**config.mk**
```make
export PLATFORM = sky130hd
export DESIGN_NAME = sfp_link_controller
export DESIGN_NICKNAME = d
export VERILOG_FILES = /design/src/rtl/sfp_link_controller.sv
export SDC_FILE = /design/constraint.sdc
export NUM_CORES = 1
export LEC_CHECK = 0
export ABC_AREA = 1
export BUFFER_PORTS_ARGS = -buffer_cell sky130_fd_sc_hd__buf_4
export CAP_MARGIN = 20
export CORE_MARGIN = 3
export CORE_UTILIZATION = 61
export CTS_CLUSTER_DIAMETER = 30
export CTS_CLUSTER_SIZE = 8
export DETAILED_ROUTE_END_ITERATION = 7
export GPL_TIMING_DRIVEN = 0
export PLACE_DENSITY = 0.87
export SYNTH_ARGS = -nofsm -noshare
export SYNTH_HDL_FRONTEND = slang
export SYNTH_SLANG_ARGS = --single-unit
```
**constraint.sdc**
```tcl
create_clock -name i_clk -period 2.65 [get_ports i_clk]
set_input_delay 0.1325 -clock i_clk [delete_from_list [all_inputs] [get_ports i_clk]]
set_output_delay 0.1325 -clock i_clk [all_outputs]
set_load 0.01 [all_outputs]
```
**src/rtl/sfp_link_controller.sv**
```systemverilog
// Bring-up and supervision sequencer for one 10G SFP+ lane: laser off, GT reset,
// wait for GT lock, PCS reset, wait for stable block lock, then supervise link-up.
module sfp_link_controller #(
    parameter int TX_DISABLE_CYCLES   = 156250,
    parameter int GT_RESET_CYCLES     = 16,
    parameter int PCS_RESET_CYCLES    = 16,
    parameter int LOCK_TIMEOUT_CYCLES = 1562500,
    parameter int STABLE_CYCLES       = 15625,
    parameter int MAX_RETRIES         = 7
) (
    input  logic       i_clk,
    input  logic       i_reset,
    input  logic       i_enable,
    input  logic       i_qpll_lock,
    input  logic       i_tx_reset_done,
    input  logic       i_rx_reset_done,
    input  logic       i_block_lock,
    output logic       o_tx_disable,
    output logic       o_gt_reset,
    output logic       o_pcs_reset,
    output logic       o_link_up,
    output logic       o_fault,
    output logic [2:0] o_state,
    output logic [2:0] o_retry_count
);

    function automatic int max_of(input int a, input int b);
        return (a > b) ? a : b;
    endfunction

    localparam int MAX_CYCLES = max_of(max_of(max_of(TX_DISABLE_CYCLES, GT_RESET_CYCLES),
                                              max_of(PCS_RESET_CYCLES, LOCK_TIMEOUT_CYCLES)),
                                       STABLE_CYCLES);
    localparam int CW = $clog2(MAX_CYCLES) + 1;

    localparam logic [CW-1:0] TX_OFF_LAST    = CW'(TX_DISABLE_CYCLES - 1);
    localparam logic [CW-1:0] GT_RESET_LAST  = CW'(GT_RESET_CYCLES - 1);
    localparam logic [CW-1:0] PCS_RESET_LAST = CW'(PCS_RESET_CYCLES - 1);
    localparam logic [CW-1:0] TIMEOUT_LAST   = CW'(LOCK_TIMEOUT_CYCLES - 1);
    localparam logic [CW-1:0] STABLE_LAST    = CW'(STABLE_CYCLES - 1);
    localparam logic [2:0]    RETRY_MAX      = 3'(MAX_RETRIES);

    typedef enum logic [2:0] {
        ST_DISABLED  = 3'd0,
        ST_TX_OFF    = 3'd1,
        ST_GT_RESET  = 3'd2,
        ST_WAIT_GT   = 3'd3,
        ST_PCS_RESET = 3'd4,
        ST_WAIT_LOCK = 3'd5,
        ST_LINK_UP   = 3'd6,
        ST_FAULT     = 3'd7
    } state_t;

    state_t        state;
    state_t        next_state;
    logic [CW-1:0] cnt;
    logic [CW-1:0] stable_cnt;
    logic [2:0]    next_retry;
    logic          retry_go;
    logic          gt_ready;
    logic          counting;

    assign o_state  = state;
    assign gt_ready = i_qpll_lock & i_tx_reset_done & i_rx_reset_done;
    assign counting = state inside {ST_TX_OFF, ST_GT_RESET, ST_WAIT_GT,
                                    ST_PCS_RESET, ST_WAIT_LOCK};

    // Success conditions are tested before the timeout so they win a tie.
    always_comb begin
        next_state = state;
        next_retry = o_retry_count;
        retry_go   = 1'b0;
        if (!i_enable) begin
            next_state = ST_DISABLED;
            next_retry = '0;
        end else begin
            case (state)
                ST_DISABLED:  next_state = ST_TX_OFF;
                ST_TX_OFF: begin
                    if (cnt == TX_OFF_LAST) next_state = ST_GT_RESET;
                end
                ST_GT_RESET: begin
                    if (cnt == GT_RESET_LAST) next_state = ST_WAIT_GT;
                end
                ST_WAIT_GT: begin
                    if (gt_ready) next_state = ST_PCS_RESET;
                    else if (cnt == TIMEOUT_LAST) retry_go = 1'b1;
                end
                ST_PCS_RESET: begin
                    if (cnt == PCS_RESET_LAST) next_state = ST_WAIT_LOCK;
                end
                ST_WAIT_LOCK: begin
                    if (i_block_lock && stable_cnt == STABLE_LAST) begin
                        next_state = ST_LINK_UP;
                        next_retry = '0;
                    end else if (cnt == TIMEOUT_LAST) begin
                        retry_go = 1'b1;
                    end
                end
                ST_LINK_UP: begin
                    if (!i_block_lock || !i_qpll_lock) retry_go = 1'b1;
                end
                ST_FAULT:     next_state = ST_FAULT;
                default:      next_state = ST_DISABLED;
            endcase

            if (retry_go) begin
                if (o_retry_count >= RETRY_MAX) begin
                    next_state = ST_FAULT;
                end else begin
                    next_state = ST_TX_OFF;
                    next_retry = o_retry_count + 3'd1;
                end
            end
        end
    end

    // Outputs decode next_state so they change on the same edge as o_state.
    always_ff @(posedge i_clk) begin
        if (i_reset) begin
            state         <= ST_DISABLED;
            cnt           <= '0;
            stable_cnt    <= '0;
            o_retry_count <= '0;
            o_tx_disable  <= 1'b1;
            o_gt_reset    <= 1'b1;
            o_pcs_reset   <= 1'b1;
            o_link_up     <= 1'b0;
            o_fault       <= 1'b0;
        end else begin
            state         <= next_state;
            o_retry_count <= next_retry;

            if (next_state != state) cnt <= '0;
            else if (counting)       cnt <= cnt + CW'(1);

            if (state == ST_WAIT_LOCK && next_state == ST_WAIT_LOCK && i_block_lock)
                stable_cnt <= stable_cnt + CW'(1);
            else
                stable_cnt <= '0;

            o_tx_disable <= next_state inside {ST_DISABLED, ST_TX_OFF, ST_GT_RESET,
                                               ST_WAIT_GT, ST_FAULT};
            o_gt_reset   <= next_state inside {ST_DISABLED, ST_TX_OFF, ST_GT_RESET, ST_FAULT};
            o_pcs_reset  <= !(next_state inside {ST_WAIT_LOCK, ST_LINK_UP});
            o_link_up    <= (next_state == ST_LINK_UP);
            o_fault      <= (next_state == ST_FAULT);
        end
    end

endmodule

```
Word-level counts from Yosys, hierarchy flattened

Index checks and enable logic that the tools add are counted.

Add/sub/neg operators: 3
Order comparisons: 1
Equality and inequality tests: 18
Multiplexer cells: 19
Bitwise gates (word level): 4
Reductions and logical operators: 16

Operators with widths:

| kind                                                      | count |
|---|---|
| adder 22 x 1 -> 22 bit (second input constant)            | 2 |
| two-way mux 3 bit                                         | 12 |
| equality test 22 x 14 -> 1 bit (second input constant)    | 1 |
| equality test 22 x 18 -> 1 bit (second input constant)    | 1 |
| equality test 22 x 21 -> 1 bit (second input constant)    | 1 |
| equality test 22 x 4 -> 1 bit (second input constant)     | 1 |
| equality test 3 bit (second input constant)               | 7 |
| one-hot mux 3 bit (7 select lines)                        | 1 |
| equality test 3 x 2 -> 1 bit (second input constant)      | 4 |
| nonzero test 5 bit                                        | 2 |
| equality test 3 x 1 -> 1 bit (second input constant)      | 2 |
| logical NOT 3 bit                                         | 2 |
| OR reduction 2 bit                                        | 3 |
| two-way mux 1 bit                                         | 5 |
| nonzero test 4 bit                                        | 1 |
| adder 3 x 1 -> 3 bit (second input constant)              | 1 |
| greater-or-equal comparator 3 bit (second input constant) | 1 |
| logical AND 1 bit                                         | 3 |
| logical NOT 1 bit                                         | 3 |
| != test 3 bit                                             | 1 |
| one-hot mux 1 bit (3 select lines)                        | 1 |
| bitwise AND 1 bit                                         | 2 |
| NOT 1 bit                                                 | 2 |
| nonzero test 2 bit                                        | 1 |
| logical OR 1 bit                                          | 1 |

Register bits: 55
Input port bits: 7
Output and inout bits: 11

Depth between registers and ports, before layout

Depth after elaboration: 12
Mapped depth: 18

Least setup slack after synthesis

OpenSTA, ideal clock, no wires.

Path type: flip-flop to flip-flop
Start: register stable_cnt[0]
End: register stable_cnt[20]
Library setup time: 0.114 ns
Arrival: 1.748 ns
Data required time: 2.536 ns
Setup slack: 0.788 ns
Cell stages (with the launch flop): 12
Clock period less this slack: 1.862 ns
Path through: dfxtp_1 > ha_1 > nand3_1 > nor3_2 > nand2_1 > nor2_2 > nand3_1 > nor4_2 > nand2_1 > xnor2_1 > inv_1 > nor2_4

Word-level cells in the longest chain between the ends: 12
Elaborated cells between the ends (all ways): 15

Ends and longest elaborated chain:

| what                                | RTL line | text |
|---|---|---|
| from (decl)                         | 57       | `logic [CW-1:0] stable_cnt;` |
| from (signal assigned)              | 138      | `stable_cnt <= stable_cnt + CW'(1);` |
| equality test 22 x 14 -> 1 bit      | 93       | `if (i_block_lock && stable_cnt == STABLE_LAST) begin` |
| logical AND 1 bit                   | 93       |  |
| two-way mux 1 bit                   | 93       |  |
| one-hot mux 1 bit (3 select lines)  | 77       | `case (state)` |
| two-way mux 1 bit                   | 73       | `if (!i_enable) begin` |
| two-way mux 3 bit                   | 107      | `if (retry_go) begin` |
| two-way mux 3 bit                   | 73       |  |
| equality test 3 bit                 | 137      | `if (state == ST_WAIT_LOCK && next_state == ST_WAIT_LOCK && i_block_lock)` |
| logical AND 1 bit (2 in a row)      | 137      |  |
| NOT 1 bit (no source line)          | n/a      |  |
| OR reduction 2 bit (no source line) | n/a      |  |

Several ways; a longest one is shown, not always the timed one. The select of a mux whose other input is x is not followed.
A chain may end at the register's enable or synchronous reset.

Worst setup path after layout

Start: register cnt[0]
End: register stable_cnt[7]

Word-level cells in the longest chain between the ends: 12
Elaborated cells between the ends (all ways): 19

Ends and longest elaborated chain:

| what                                        | RTL line | text |
|---|---|---|
| from (decl)                                 | 56       | `logic [CW-1:0] cnt;` |
| from (signal assigned)                      | 135      | `else if (counting) cnt <= cnt + CW'(1);` |
| equality test 22 x 21 -> 1 bit              | 87, 96   |  |
| two-way mux 1 bit                           | 87, 96   |  |
| two-way mux 1 bit, on equally long branches | 93, 86   |  |
| one-hot mux 1 bit (3 select lines)          | 77       |  |
| two-way mux 1 bit                           | 73       |  |
| two-way mux 3 bit *                         | 107      |  |
| two-way mux 3 bit *                         | 73       |  |
| equality test 3 bit *                       | 137      |  |
| logical AND 1 bit * (2 in a row)            | 137      |  |
| NOT 1 bit (no source line) *                | n/a      |  |
| OR reduction 2 bit (no source line) *       | n/a      |  |

Every way passes the cells marked *; elsewhere a longest branch is shown, timed or not. The select of a mux whose other input is x is not followed.

==> impl_metrics.yaml <==
outcome:
  status: "finished, final reports clean"
timing:
  drv_slew: 0
  layout_min_cycle_time_ps: 2190
  worstMarginPinSlew_ps: 339
  setup_violations: 0
  slew_headroom: 0.772
  holdWs_ps: 218
  skew_ps: 9.40
  rsz0062_at_grt: "false"
  postLayoutSetupSlackWorst_ps: 456
  fmax_mhz: 456
  tns_ps: 0
  finalHoldViolCount: 0
  finalCritPeriodShare: 0.828
setup_path:
  start_kind: "flop"
  endpoint_kind: "flop"
  crit_top_cell: "nand2_2"
  cp.arrival_ps: 2450
  reg2reg_slack_ps: 460
  r2r_cells: 14
  crit_fanout: 10
  critPathKind: "flop to flop"
  required_ps: 2900
  reg2reg_to: "stable_cnt[7]"
  cpPeakStageDelay_ps: 420
  rr_startpoint: "cnt[0]"
  path_cells: "ha_1 -> nand3_1 -> nor2_1 -> nand3_1 -> nor2_2 -> nand2_2 -> nand2_2 -> nand2_4 -> nand3_2 -> nand2_2 -> nor2_4 -> nand2_2 -> buf_6 -> nor2_2"
  cp_slowest_cell: "dfxtp_1"
grt:
  grt_overflow: 0
  grt_start_max_net_pins: 17
  grt_pass1_vias: 2664
  grt_pass1_wl_um: 11100
  antenna_found_initial: 0
  grtUsageTotal: 0.219
worst_hold_path:
  holdCritPathClass: "input pin to flop"
  whs_path_depth: 3
  min_to: "o_fault"
  min_from: "i_enable"
clock_network:
  tritoncts: "built"
  clkLatencyLatePin_ps: 310
  cts_root_buf: "clkbuf_8"
  clockBufferDepth: 2
  path_clk_slew_ps: 100
  cts_setup_buffers: 0
  clock_sinks: 55
  ctsHtreeMaxLevel: 2
  cts_buffers: 5
  cts_resized: 0
place:
  io_buffers: 16
  place_area_um2: 3450
  dp_hpwl_um: 4770
  dp.cells: 505
  routabilityCongestion: 0.881
  pre_cts_ws_ps: 506
power:
  switching_share: 0.234
  p_per_area_nw_per_um2: 381
  p_clk_frac: 0.342
  sequentialPowerShare: 0.614
  total_power_mw: 1.35
  p_sw_mw: 0.316
  ir_drop_mv: 0.321
  p_int_mw: 1.03
  p_comb_frac: 0.044
  leakagePower_nw: 1.33
drt:
  viasPerCell: 5.20
  drtIter0Drc: 101
  drtPass1Iterations: 4
  wl_um: 6400
  drc_errors: 0
  num_vias: 2673
  ant_nets: 0
  post_drt_wl_per_cell_um: 12.5
logic_synthesis:
  ys_ff_latch: 55
  yosys_warnings: 0
  ys_types: 33
  avgSynthCellArea_um2: 7.69
  synth_nets: 435
  synthCells: 422
  syn_area_um2: 3250
  yosysSeqAreaShare: 0.339
finish:
  stdcell_count: 514
  drive_gt1_frac: 0.242
  synthToLayoutAreaGrowth_pct: 9.21
  final_nets: 459
  most-common-layout-cells: "nand2_1 (66), inv_1 (56), dfxtp_1 (55), nor2_1 (44), xor2_1 (32)"
  fin_util: 0.717
  multi_input_area_um2: 1840
  regArea_um2: 1100
  layout_commonest_cell: "nand2_1"
  final_area_um2: 3540
  n_antenna_cell: 0
  nFillCells: 391
floorplanning:
  dieHeight_um: 78.9
  fp-row-count: 25
  die_x_um: 78.9
  dieArea_um2: 6230
  coreArea_um2: 4940
  ios: 18
  initial_core_util: 0.657
run:
  cap_violations: 0
Yosys cell counts:
master,count,area [um2]
buf_2,3,15.0
nand3_2,5,50.1
xnor2_1,7,61.3
nor4_1,3,18.8
nand2_4,2,22.5
nor3_2,21,210
nor4_2,2,25.0
and3_1,1,6.26
o21bai_2,1,11.3
nor2_1,44,165
nor2_4,4,45.0
a21oi_2,1,8.76
nand3b_1,1,7.51
o21ai_0,3,15.0
dfxtp_1,55,1100
nor3_1,15,75.1
buf_6,6,67.6
ha_1,6,75.1
nand2_1,66,248
or2_0,1,6.26
nand2_2,7,43.8
inv_1,56,210
xor2_1,32,280
nor2_2,27,169
a211oi_1,1,7.51
inv_2,4,15.0
and2_1,1,6.26
a21boi_1,1,7.51
a21oi_1,4,20.0
nor3_4,1,16.3
nand4_1,11,68.8
nand3_1,29,145
nand4_4,1,21.3
how the worst max path moves through the flow:
stage | from | endpoint | slack (ps) | cells past startpoint
4_1_cts | stable_cnt[0] | cnt[4] | 480 | 14
3_5_place_dp | stable_cnt[0] | cnt[4] | 510 | 14
2_1_floorplan | stable_cnt[0] | stable_cnt[20] | 790 | 11
5_1_grt | stable_cnt[0] | cnt[11] | 270 | 14
6_report | cnt[0] | stable_cnt[7] | 460 | 14
3_3_place_gp | cnt[0] | stable_cnt[20] | 570 | 14
power by group through the flow:
| stage | Sequential [mW] | Clock, mW | Combinational (mW) |
|---|---|---|---|
| after global placement | 0.849 | 0 | 0.0553 |
| after CTS | 0.829 | 0.468 | 0.0578 |
| after detailed placement | 0.849 | 0 | 0.0568 |
| after global routing | 0.830 | 0.502 | 0.0645 |
| final | 0.830 | 0.462 | 0.0588 |
| after floorplan | 0.849 | 0 | 0.0399 |
repair_timing:
item	4_1_cts	5_1_grt
endpoints found under the setup margin	0	0
endpoints found under the hold margin	0	1
hold buffers	0	1
state kept, by name (all words and copies together), names as in the netlist:
signal / cells
o_tx_disable: 1
cnt: 22
o_state: 3
o_pcs_reset: 1
o_fault: 1
o_retry_count: 3
o_link_up: 1
stable_cnt: 22
o_gt_reset: 1
worst max-delay path, delay by kind of cell (launching register included):
kind	cells	cell delay (ps)
fa+ha+maj	1	250
buf+inv	1	160
simple gates	12	1290
flops	1	420
cell type report:
type                       instances  area share
multi-input combinational        298       0.518
sequential                        55       0.311
inverter                          60      0.0635
timing repair buffer              17      0.0367
tap                               67      0.0236
buffer                             9      0.0233
clock buffer                       6      0.0205
clock inverter                     2     0.00353
per-layer routing:
layer / wire length (um) / global-route usage
met5: 0 / 0
met4: 123 / 0.0997
met3: 259 / 0.0363
met2: 3200 / 0.388
met1: 2820 / 0.260
cells by family after synthesis:
logic type	Yosys count	synth area share
and+or+nand+nor	242	0.416
buffers and inverters	69	0.0948
DFF	55	0.339
xor gates and xnor gates	39	0.105
AOI/OAI and AO/OA	11	0.0216
adders and majority gates	6	0.0231
No activity file was read; power rests on OpenSTA's default activity.
